--- src/rtl/sprite_lut_pkg.sv ---
// Shared types and constants for the sprite LUT frame loader.
package sprite_lut_pkg;

    localparam int unsigned LUT_DATA_W  = 12;
    localparam int unsigned LUT_ADDR_W  = 10;
    localparam int unsigned LUT_FRAME_W = 2;
    localparam int unsigned FRAME_WORDS = 2**LUT_ADDR_W;

    typedef enum logic [1:0] {
        IDLE,
        WAIT_VB,
        COPY,
        DRAIN
    } state_e;

    typedef struct packed {
        logic [LUT_FRAME_W-1:0] frame;
        logic [LUT_ADDR_W-1:0]  word;
    } src_addr_t;

endpackage

--- src/rtl/sprite_lut_loader.sv ---
// Copies one sprite frame into the colour LUT during vblank and shares the
// LUT write port with single-word CPU writes.
module sprite_lut_loader
    import sprite_lut_pkg::*;
#(
    parameter int unsigned DATA_WIDTH = LUT_DATA_W,
    parameter int unsigned ADDR_WIDTH = LUT_ADDR_W,
    parameter int unsigned FRAME_BITS = LUT_FRAME_W
) (
    input  logic                             clk,
    input  logic                             reset,
    input  logic                             frame_req,
    input  logic [FRAME_BITS-1:0]            frame_sel,
    input  logic                             vblank,
    output logic                             busy,
    output logic                             done,
    output logic [FRAME_BITS-1:0]            cur_frame,
    output logic [FRAME_BITS+ADDR_WIDTH-1:0] src_addr,
    input  logic [DATA_WIDTH-1:0]            src_data,
    output logic                             lut_we,
    output logic [ADDR_WIDTH-1:0]            lut_addr_w,
    output logic [DATA_WIDTH-1:0]            lut_din,
    input  logic                             cpu_wr,
    input  logic [ADDR_WIDTH-1:0]            cpu_addr,
    input  logic [DATA_WIDTH-1:0]            cpu_data,
    output logic                             cpu_ready
);

    localparam int unsigned N_WORDS = 2**ADDR_WIDTH;
    localparam logic [ADDR_WIDTH:0] LAST_WORD = (ADDR_WIDTH+1)'(N_WORDS - 1);
    localparam logic [ADDR_WIDTH:0] ONE       = (ADDR_WIDTH+1)'(1);

    state_e                  state_q, state_d;
    logic [ADDR_WIDTH:0]     i_q, i_d;
    logic [FRAME_BITS-1:0]   frame_q, frame_d;
    logic                    pend_valid_q, pend_valid_d;
    logic [FRAME_BITS-1:0]   pend_frame_q, pend_frame_d;
    logic [FRAME_BITS-1:0]   cur_frame_q, cur_frame_d;
    logic                    done_q, done_d;
    logic                    lut_we_q, lut_we_d;
    logic [ADDR_WIDTH-1:0]   lut_addr_q, lut_addr_d;
    logic [DATA_WIDTH-1:0]   cpu_data_q, cpu_data_d;
    logic                    sel_copy_q, sel_copy_d;

    logic                    issue;
    logic                    start;
    logic [FRAME_BITS-1:0]   start_frame;
    logic                    cpu_accept;

    always_comb begin
        state_d      = state_q;
        i_d          = i_q;
        frame_d      = frame_q;
        pend_valid_d = pend_valid_q;
        pend_frame_d = pend_frame_q;
        cur_frame_d  = cur_frame_q;
        done_d       = 1'b0;
        lut_we_d     = 1'b0;
        lut_addr_d   = lut_addr_q;
        cpu_data_d   = cpu_data_q;
        sel_copy_d   = 1'b0;
        issue        = 1'b0;
        start        = 1'b0;
        start_frame  = frame_q;
        cpu_ready    = (state_q == IDLE) && !pend_valid_q;
        cpu_accept   = cpu_wr && cpu_ready;

        case (state_q)
            IDLE: begin
                // A fresh request in the done cycle supersedes the queued one.
                if (frame_req) begin
                    start        = 1'b1;
                    start_frame  = frame_sel;
                    pend_valid_d = 1'b0;
                end else if (pend_valid_q) begin
                    start        = 1'b1;
                    start_frame  = pend_frame_q;
                    pend_valid_d = 1'b0;
                end
            end
            WAIT_VB: begin
                if (vblank) begin
                    state_d = COPY;
                end
            end
            COPY: begin
                if (vblank) begin
                    issue = 1'b1;
                    i_d   = i_q + ONE;
                    if (i_q == LAST_WORD) begin
                        state_d = DRAIN;
                    end
                end
            end
            DRAIN: begin
                state_d     = IDLE;
                done_d      = 1'b1;
                cur_frame_d = frame_q;
            end
            default: state_d = IDLE;
        endcase

        if (start) begin
            frame_d = start_frame;
            i_d     = '0;
            state_d = vblank ? COPY : WAIT_VB;
        end

        if (frame_req && state_q != IDLE) begin
            pend_valid_d = 1'b1;
            pend_frame_d = frame_sel;
        end

        if (issue) begin
            lut_we_d   = 1'b1;
            lut_addr_d = i_q[ADDR_WIDTH-1:0];
            sel_copy_d = 1'b1;
        end else if (cpu_accept) begin
            lut_we_d   = 1'b1;
            lut_addr_d = cpu_addr;
            cpu_data_d = cpu_data;
        end
    end

    always_ff @(posedge clk) begin
        if (reset) begin
            state_q      <= IDLE;
            i_q          <= '0;
            frame_q      <= '0;
            pend_valid_q <= 1'b0;
            pend_frame_q <= '0;
            cur_frame_q  <= '0;
            done_q       <= 1'b0;
            lut_we_q     <= 1'b0;
            lut_addr_q   <= '0;
            cpu_data_q   <= '0;
            sel_copy_q   <= 1'b0;
        end else begin
            state_q      <= state_d;
            i_q          <= i_d;
            frame_q      <= frame_d;
            pend_valid_q <= pend_valid_d;
            pend_frame_q <= pend_frame_d;
            cur_frame_q  <= cur_frame_d;
            done_q       <= done_d;
            lut_we_q     <= lut_we_d;
            lut_addr_q   <= lut_addr_d;
            cpu_data_q   <= cpu_data_d;
            sel_copy_q   <= sel_copy_d;
        end
    end

    // The store's read port is itself registered, so copy data is forwarded
    // straight from it in the cycle after the read was issued.
    assign lut_din    = sel_copy_q ? src_data : cpu_data_q;
    assign lut_we     = lut_we_q;
    assign lut_addr_w = lut_addr_q;
    assign src_addr   = {frame_q, i_q[ADDR_WIDTH-1:0]};
    assign busy       = (state_q != IDLE) || done_q || pend_valid_q;
    assign done       = done_q;
    assign cur_frame  = cur_frame_q;

endmodule

--- config.mk ---
export PLATFORM = sky130hd
export DESIGN_NAME = sprite_lut_loader
export DESIGN_NICKNAME = d
export VERILOG_FILES = /design/src/rtl/sprite_lut_pkg.sv /design/src/rtl/sprite_lut_loader.sv
export SDC_FILE = /design/constraint.sdc
export NUM_CORES = 1
export LEC_CHECK = 0
export ABC_CLOCK_PERIOD_IN_PS = 2300
export CORE_MARGIN = 4
export CORE_UTILIZATION = 46
export DETAILED_ROUTE_END_ITERATION = 12
export PLACE_DENSITY_LB_ADDON = 0.2
export SYNTH_ARGS = -nofsm -noshare
export SYNTH_HDL_FRONTEND = slang
export SYNTH_SLANG_ARGS = --single-unit
--- constraint.sdc ---
create_clock -name clk -period 2.3 [get_ports clk]
set_input_delay 0.23 -clock clk [delete_from_list [all_inputs] [get_ports clk]]
set_output_delay 0.23 -clock clk [all_outputs]
set_load 0.02 [all_outputs]
==> run summary, run 1 <==
Status: complete, no violations
Maxcap violations: 0
Post-route setup slack: 0.1309 ns
Final period util: 94.31%
Final Hold Fails: 0
Resized Gates After CTS: 0
Post-Layout Cell Count: 350
Post-Route WL: 5.326 mm
Slew @ Worst Pin: 0.5246 ns
Initial Utilization: 49.01%
Initial antenna violation count: 0
Register area share after synthesis: 44.67%
Kind of end point of the critical path: output pin
Antenna cell count: 0
Max-slew violations: 0
Core footprint: 4115 um2
Hold buffer count at CTS: 0
RSZ-0062 raised after global routing: no
Clk buf depth: 2
Highest clock rate: 0.4610 GHz
DP Worst Slack: 0.4585 ns
Area of the multi-input gates: 975.9 um2
Ys Warns: 0
Final setup vio count: 0
Main synth FF type: dfxtp_1
Tmin final: 2.169 ns
Total GRT Usage: 19.69%
Syn Inst Count: 233
Worst EP required: 2.07 ns
Post-CTS Setup Inserts: 0
Mapped cell area: 2017 um2
Grt ovf: 0
Register area: 900.9 um2
Synth Register Bits: 45
First-pass GRT wire length: 8.376 mm
Die height: 74.22 um
Post-synth EDFFs: 0
Clk slew on worst S/H paths: 0.08 ns
DRT Pass-1 Iters: 4
Most frequent cells in the layout: 80 x clkdlybuf4s50_1, 45 x dfxtp_1, 35 x a21oi_1
GPL Wtd Cong: 0.8025
VDD IR-drop max: 0.3710 mV
Layout Skew: 0.004679 ns
Fin Setup TNS: 0 ns
Power Density: 584.7 nW/um2
HPWL after DPL: 3.899 mm
Worst skew pair latency: 0.29 ns
Setup crit start kind: flip-flop
CTS H-tree depth: 2
# rows: 23
Mean number of vias per cell: 5.500
Fraction of layout cells with a size suffix above 1: 8.667%
DR DRC count: 0
CP Cell Sequence: or2_1 > or3_1 > clkdlybuf4s50_1
CTS Sinks: 45
Worst Path Arrival: 1.94 ns
Nets: 342
Mean Syn Cell Area: 8.656 um2
Vias in the first global route: 1765
Routed WL per cell: 15.22 um
Die Footprint: 5508 um2
Vias: 1925
Most common cell after layout, fill and taps aside: clkdlybuf4s50_1
Largest net degree at the start of global routing: 28
Initial drt markers: 95
Layout area overhead: 42.74%
Number of buffers added on ports: 80
Post-synth net total: 275
Crit-path max FO: 13
CP Class: reg -> out
Leakage: 1.028 nW
Hold Path Class: reg -> reg
Root Buffer: clkbuf_8
Inst Count DP: 343
Number of routed nets with antenna violations: 0
Slew HR: 64.92%
Filler cells: 369
Asr flop ratio synth: 0%
Die width: 74.22 um
IO Count: 81
Max stage delay cell, worst path: clkdlybuf4s50_1
Unique cell type count in the Yosys netlist: 33
Num CTS Buffers: 5
CTS tree: yes
Crit path largest cell delay: 0.54 ns
synthesized netlist by cell type (all sizes together), types with 2 or more instances:
master | n | area [um2]
nand4 | 3 | 18.77
o21ai | 7 | 35.03
nor2 | 9 | 33.78
mux2i | 4 | 40.04
buf | 14 | 96.34
o31ai | 6 | 45.04
mux2 | 12 | 135.1
a21oi | 35 | 175.2
nand3 | 14 | 70.07
dfxtp | 45 | 900.9
or3 | 7 | 43.79
nand2 | 33 | 123.9
nor3 | 2 | 10.01
inv | 2 | 7.510
clkbuf | 12 | 45.04
a22oi | 9 | 67.56
nand4b | 2 | 23.77
or4 | 6 | 45.04
metrics by stage:
stage	total power, mW	area, um2	utilization, %	hold WS (ns)
global route	1.759	2879	69.96	0.4775
detailed placement	1.217	2793	67.86	0.4475
finish	1.683	2879	69.96	0.4554
CTS	1.700	2879	69.96	0.4581
global placement	1.211	2793	67.86	0.4431
floorplan	1.034	2017	-	0.3660
cell families after synthesis:
| kind of cell | after synthesis | share of synthesized area, % |
|---|---|---|
| compound gates | 59 | 16.81 |
| xor+xnor | 2 | 0.8686 |
| fa+ha+maj | 1 | 0.6202 |
| buf+inv | 28 | 7.382 |
| flops | 45 | 44.66 |
| mux | 16 | 8.685 |
| simple gates | 82 | 20.97 |
metal layers:
layer | global-route usage [%] | up-vias | share of wire, %
li1 | - | 958 | -
met1 | 24.67 | 893 | 43
met2 | 32.48 | 65 | 47
met3 | 5.676 | 9 | 8.3
met4 | 6.917 | 0 | 1.4
met5 | 0 | - | 0
worst max-delay path: cells and delay by family, from the launching register on:
family / cells / cell delay, ns
buffers and inverters: 1 / 0.54
and+or+nand+nor: 2 / 0.66
DFF: 1 / 0.44
power breakdown:
| group | internal (mW) | leakage, nW | switching [mW] |
|---|---|---|---|
| registers | 0.816 | 0.367 | 0.0271 |
| clock network | 0.238 | 0.0443 | 0.248 |
| logic | 0.189 | 0.617 | 0.165 |
| total | 1.24 | 1.03 | 0.440 |
sequential cells by signal (all words and copies together) (netlist names):
name          count
cur_frame         2
cpu_data_q       12
done              1
state_q           2
pend_valid_q      1
i_q              11
pend_frame_q      2
frame_q           2
lut_addr_w       10
lut_we            1
sel_copy_q        1
final cells by class:
type | instances | area share, %
Clock buffer | 7 | 2.999
Inverter | 2 | 0.2608
Multi-Input combinational cell | 160 | 33.90
Sequential cell | 45 | 31.29
Tap cell | 50 | 2.173
Timing Repair Buffer | 86 | 29.38
path summary, 6_finish.rpt:
check | from | to | slack, ns | depth (start not counted)
setup reg to reg | state_q[0]$_SDFFE_PP0P_ | lut_addr_w[3]$_SDFFE_PP0P_ | 0.63 | 4
hold / removal | cpu_data_q[9]$_SDFFE_PP0P_ | cpu_data_q[9]$_SDFFE_PP0P_ | 0.46 | 2
setup / recovery | state_q[0]$_SDFFE_PP0P_ | busy | 0.13 | 3
hold reg to reg | cpu_data_q[9]$_SDFFE_PP0P_ | cpu_data_q[9]$_SDFFE_PP0P_ | 0.46 | 2
No activity file was read; power rests on OpenSTA's default activity.
==> inputs of run 2 (changes only) <==
Settings changed: ABC_CLOCK_PERIOD_IN_PS 2300 to 2660, CORE_UTILIZATION 46 to 50, DONT_BUFFER_PORTS from default to 1.
Clock period 2.3 ns to 2.66 ns, I/O delays scaled along.
==> run summary, run 2 (same netlist as run 1, synthesis figures left out) <==
Highest clock rate: 0.5024 GHz
Grt ovf: 0 (unchanged)
Crit path largest cell delay: 0.65 ns (+0.11 ns)
VDD IR-drop max: 0.4088 mV (+10%)
Post-CTS Setup Inserts: 0 (unchanged)
Routed WL per cell: 17.76 um (+17%)
Num CTS Buffers: 5 (unchanged)
WL met2: 2.319 mm (-7.3%)
Fraction of layout cells with a size suffix above 1: 10.19% (+1.5 points)
Area of the multi-input gates: 975.9 um2 (unchanged)
Most common cell after layout, fill and taps aside: dfxtp_1
Initial antenna violation count: 0 (unchanged)
Layout area overhead: 2.543%
First-pass GRT wire length: 7.389 mm (-12%)
Worst skew pair latency: 0.29 ns (about the same)
Nets: 257 (-25%)
Vias in the first global route: 1536 (-13%)
Hold Path Class: in -> reg
Worst EP required: 2.88 ns (+0.81 ns)
Number of buffers added on ports: 0 (-100%)
Clk buf depth: 2 (unchanged)
Die Footprint: 5114 um2 (-7.2%)
Max-slew violations: 0 (unchanged)
Largest net degree at the start of global routing: 36 (+29%)
CP Class: reg -> reg
Final core occ: 54.84% (-15 points)
Antenna cell count: 0 (unchanged)
CP Cell Sequence: nand4b_1 > or4_1 > a21oi_1
Root Buffer: clkbuf_8
Most frequent cells in the layout: 45 x dfxtp_1, 35 x a21oi_1, 33 x nand2_1
Biggest register: cpu_data_q
Worst Path Arrival: 2.21 ns (+0.27 ns)
Post-Route WL: 4.688 mm (-12%)
Core footprint: 3771 um2 (-8.4%)
Setup crit start kind: flip-flop
DRT Pass-1 Iters: 5 (+1)
Final Hold Fails: 0 (unchanged)
Initial drt markers: 86 (-9.5%)
Vias: 1602 (-17%)
GPL Wtd Cong: 0.8376 (+4.4%)
Leakage: 0.7226 nW (-30%)
Die width: 71.51 um (-3.6%)
Clk slew on worst S/H paths: 0.08 ns (about the same)
Number of routed nets with antenna violations: 0 (unchanged)
HPWL after DPL: 3.431 mm (-12%)
Die height: 71.51 um (-3.6%)
Fin Setup TNS: 0 ns (unchanged)
RSZ-0062 raised after global routing: no
Tmin final: 1.990 ns
Final period util: 74.82%
Crit-path max FO: 15 (+2)
Met3 wire len: 490 um (+10%)
Slew HR: 46.72% (-18 points)
DR DRC count: 0 (unchanged)
Status: complete, no violations
Mean number of vias per cell: 6.068 (+10%)
Tightest hold margin: 0.02996 ns (-0.4254 ns)
Max stage delay cell, worst path: or4_1
Power Density: 687.0 nW/um2 (+17%)
Hold buffer count at CTS: 0 (unchanged)
Kind of end point of the critical path: flip-flop
CTS Sinks: 45 (unchanged)
CTS tree: yes
Filler cells: 362 (-1.9%)
IO Count: 81 (unchanged)
Maxcap violations: 0 (unchanged)
Top routing layer used: met4
Largest register FFs: 12 (unchanged)
Met1 WL: 1.810 mm (-21%)
# rows: 22 (-4.3%)
Slew @ Worst Pin: 0.7938 ns (+0.2692 ns)
CTS H-tree depth: 2 (unchanged)
Layout Skew: 0.004351 ns (-0.0003282 ns)
Final setup vio count: 0 (unchanged)
Resized Gates After CTS: 0 (unchanged)
Total GRT Usage: 18.18% (-1.5 points)
Initial Utilization: 53.48% (+4.5 points)
Register area: 900.9 um2 (unchanged)
==> run 2: metal layers <==
metal | global-route usage, % | vias to the layer above
li1 | - | 787
met1 | 20.33 | 751
met2 | 30.51 | 57
met3 | 8.275 | 7
met4 | 6.263 | 0
met5 | 0 | -
==> run 2: power by group <==
group	switching (mW)	internal, mW
Sequential	0.0465	0.705
Combinational	0.0903	0.0539
Clock	0.219	0.306
==> run 2: critical path, delay by kind of cell, from the launching register on <==
kind	cells	cell delay [ns]
AO/OA/AOI/OAI	1	0.17
flip-flops	1	0.61
AND/OR/NAND/NOR	2	1.13
==> run 2: worst paths after layout <==
kind                                       to  slack (ns)                   startpoint  cells after the start
setup reg to reg          i_q[7]$_SDFFE_PP0P_        0.67      state_q[1]$_SDFFE_PP0P_                      3
hold reg to reg   cpu_data_q[10]$_SDFFE_PP0P_        0.45  cpu_data_q[10]$_SDFFE_PP0P_                      2
setup / recovery          i_q[7]$_SDFFE_PP0P_        0.67      state_q[1]$_SDFFE_PP0P_                      3
hold / removal     cpu_data_q[5]$_SDFFE_PP0P_        0.03                        reset                      1
==> run 2: metrics by stage <==
step | power, mW | instance area, um2 | setup slack (ns) | instances
floorplan | 0.8941 | 2017 | 1.218 | 233
global placement | 0.9074 | 1952 | 0.8197 | 256
detailed placement | 0.9135 | 1952 | 0.7227 | 256
CTS | 1.434 | 2068 | 0.6814 | 264
global route | 1.483 | 2068 | 0.4619 | 264
finish | 1.421 | 2068 | 0.6697 | 264
==> run 2: final cells by class <==
type	instances	share of cell area (%)
clock buffers	7	4.174
clock inverters	1	1.452
inverters	2	0.3630
multi-input cells	160	47.19
flip-flops and latches	45	43.56
well taps	48	2.904
repair buffers	1	0.3630
==> patch: new RTL, config.mk and constraints of run 2 <==
Encoding of `state_e`: now one-hot (4 bits for 4 states).
--- a/src/rtl/sprite_lut_pkg.sv
+++ b/src/rtl/sprite_lut_pkg.sv
@@ -7,9 +7,9 @@
     localparam int unsigned FRAME_WORDS = 2**LUT_ADDR_W;
 
-    typedef enum logic [1:0] {
-        IDLE,
-        WAIT_VB,
-        COPY,
-        DRAIN
+    typedef enum logic [3:0] {
+        IDLE    = 4'b0001,
+        WAIT_VB = 4'b0010,
+        COPY    = 4'b0100,
+        DRAIN   = 4'b1000
     } state_e;
 
Function: same outputs for any inputs over 10 cycles, from zero or initial values and one cycle with reset high; not proved beyond that.
==> patch against run 2 <==
Sequential cell count rose by 2. Via count up 3.0%. Worst hold slack lost 0.010 ns. Synthesized cell count increased by 5.2%. Design area is 6.8% higher. Routed wire length up 2.2%. Area after synthesis increased by 5.5%. Worst setup slack got worse by 0.17 ns. Critical endpoint is now cpu_data_q[11].
Power is not compared: it rests on default switching activity, and its combinational part moved more than twofold at a synthesized area within 25%.
==> patch: results (changes against run 2) <==
* Post-Place Worst Slack at 0.5511 ns (was 0.7227 ns)
* First-pass GRT wire length at 7555 µm (was 7389 µm)
* Synth Net Count at 287 (was 275)
* # fillers at 408 (was 362)
* DRT iter0 DRCs at 92 (was 86)
* Placed cells at 273 (was 256)
* Sequential fraction of the synthesis area at 44.24% (was 44.67%)
* Most frequent cells after synthesis: dfxtp_1, nand2_1, a21oi_1 (was dfxtp_1, a21oi_1, nand2_1)
* Layout cells sized above 1 at 12.12% (was 10.19%)
* Run status: complete, no violations (unchanged)
* Avg Inst Size Synth at 8.682 µm² (was 8.656 µm²)
* Via Count at 1650 (was 1602)
* PortBufs at 0 (unchanged)
* Crit-path max FO at 12 (was 15)
* Final wirelength at 4791 µm (was 4688 µm)
* Pin count of the biggest net entering global routing at 35 (was 36)
* Slowest cell on crit path: and3_1 (was or4_1)
* Vias in the first global route at 1462 (was 1536)
* Data arrival, critical path at 2.39 ns (was 2.21 ns)
* Wirelength per Cell at 17.05 µm (was 17.76 µm)
* Slowest Stage Delay on Critical Path at 0.58 ns (was 0.65 ns)
* Gpl congestion at 0.7528 (was 0.8376)
* Top post-synthesis cells by area: dfxtp_1, nand2_1, a21oi_1 (was dfxtp_1, a21oi_1, mux2_2)
* Actual slew at the worst max-slew pin at 1.060 ns (was 0.7938 ns)
* Final HPWL DP at 3400 µm (was 3431 µm)
* Tot GR Track Use at 18.32% (was 18.18%)
* Final antenna diode count at 0 (unchanged)
* Pre-Repair DR Iteration Count at 4 (was 5)
* Clk_skew at 0.008925 ns (was 0.004351 ns)
* Synth unique cells at 38 (was 33)
-- patch: cell types whose count changed in the layout (fill, tap and decap cells not counted), sizes merged, moves of 3 or more --
cell          run 2  this run
nor4b             1         4
nand3            14         8
a21oi            35        30
nor2              9        16
o31ai             6         2
and3              0         3
or4               6         3
nand2            33        42
and2              0         3
-- patch: worst paths after layout --
kind	depth (start not counted)	slack, ns	start	end
worst max-delay path	5	0.50	state_q[0]	cpu_data_q[11]
worst min-delay path	1	0.02	reset	lut_addr_w[0]
worst max register to register	5	0.50	state_q[0]	cpu_data_q[11]
worst min register to register	2	0.45	cpu_data_q[9]	cpu_data_q[9]
-- patch: cell type report --
class	instances	share of cell area [%]
inverters	3	0.5096
well taps	50	2.831
repair buffers	3	1.019
clock buffers	6	3.284
multi-input cells	170	47.06
flip-flops and latches	47	42.58
clock inverters	2	2.718
-- patch: cells by family (layout without fill, tap and decap cells) --
kind of cell / count (synthesis) / count (layout) / share of synthesized area [%]
compound gates: 54 / 54 / 15.18
xor+xnor: 5 / 5 / 2.059
fa+ha+maj: 1 / 1 / 0.5881
buf+inv: 28 / 14 / 6.882
flops: 47 / 47 / 44.24
mux: 18 / 18 / 9.235
simple gates: 92 / 92 / 21.82
-- patch: power breakdown --
part,switching [mW],internal (mW),total (mW)
Clock,0.237,0.376,0.612
Combinational,0.226,0.117,0.343
Sequential,0.0924,0.773,0.865
-- patch: routing by layer --
metal  wire length, µm  GRT usage [%]  vias to the layer above  part of all wire (%)
met4                51          6.148                        0                   1.1
met2              2200          28.10                       55                    46
met3               437          6.474                        6                   9.1
met1              2102          23.83                      766                    44
li1                  -              -                      823                     -
met5                 0              0                        -                     0
-- patch: worst max-delay path: cells and delay by family, from the launching register on --
kind	cells	cell delay, ns
flops	1	0.46
compound gates	1	0.12
simple gates	3	1.22
buf+inv	1	0.28
-- patch: per-stage QoR --
| step | hold slack (ns) | instance area, µm² |
|---|---|---|
| after floorplan | 0.4020 | 2127 |
| after global placement | 0.3391 | 2077 |
| after detailed placement | 0.3409 | 2077 |
| after CTS | 0.01074 | 2210 |
| after global routing | 0.0009751 | 2210 |
| final | 0.01961 | 2210 |
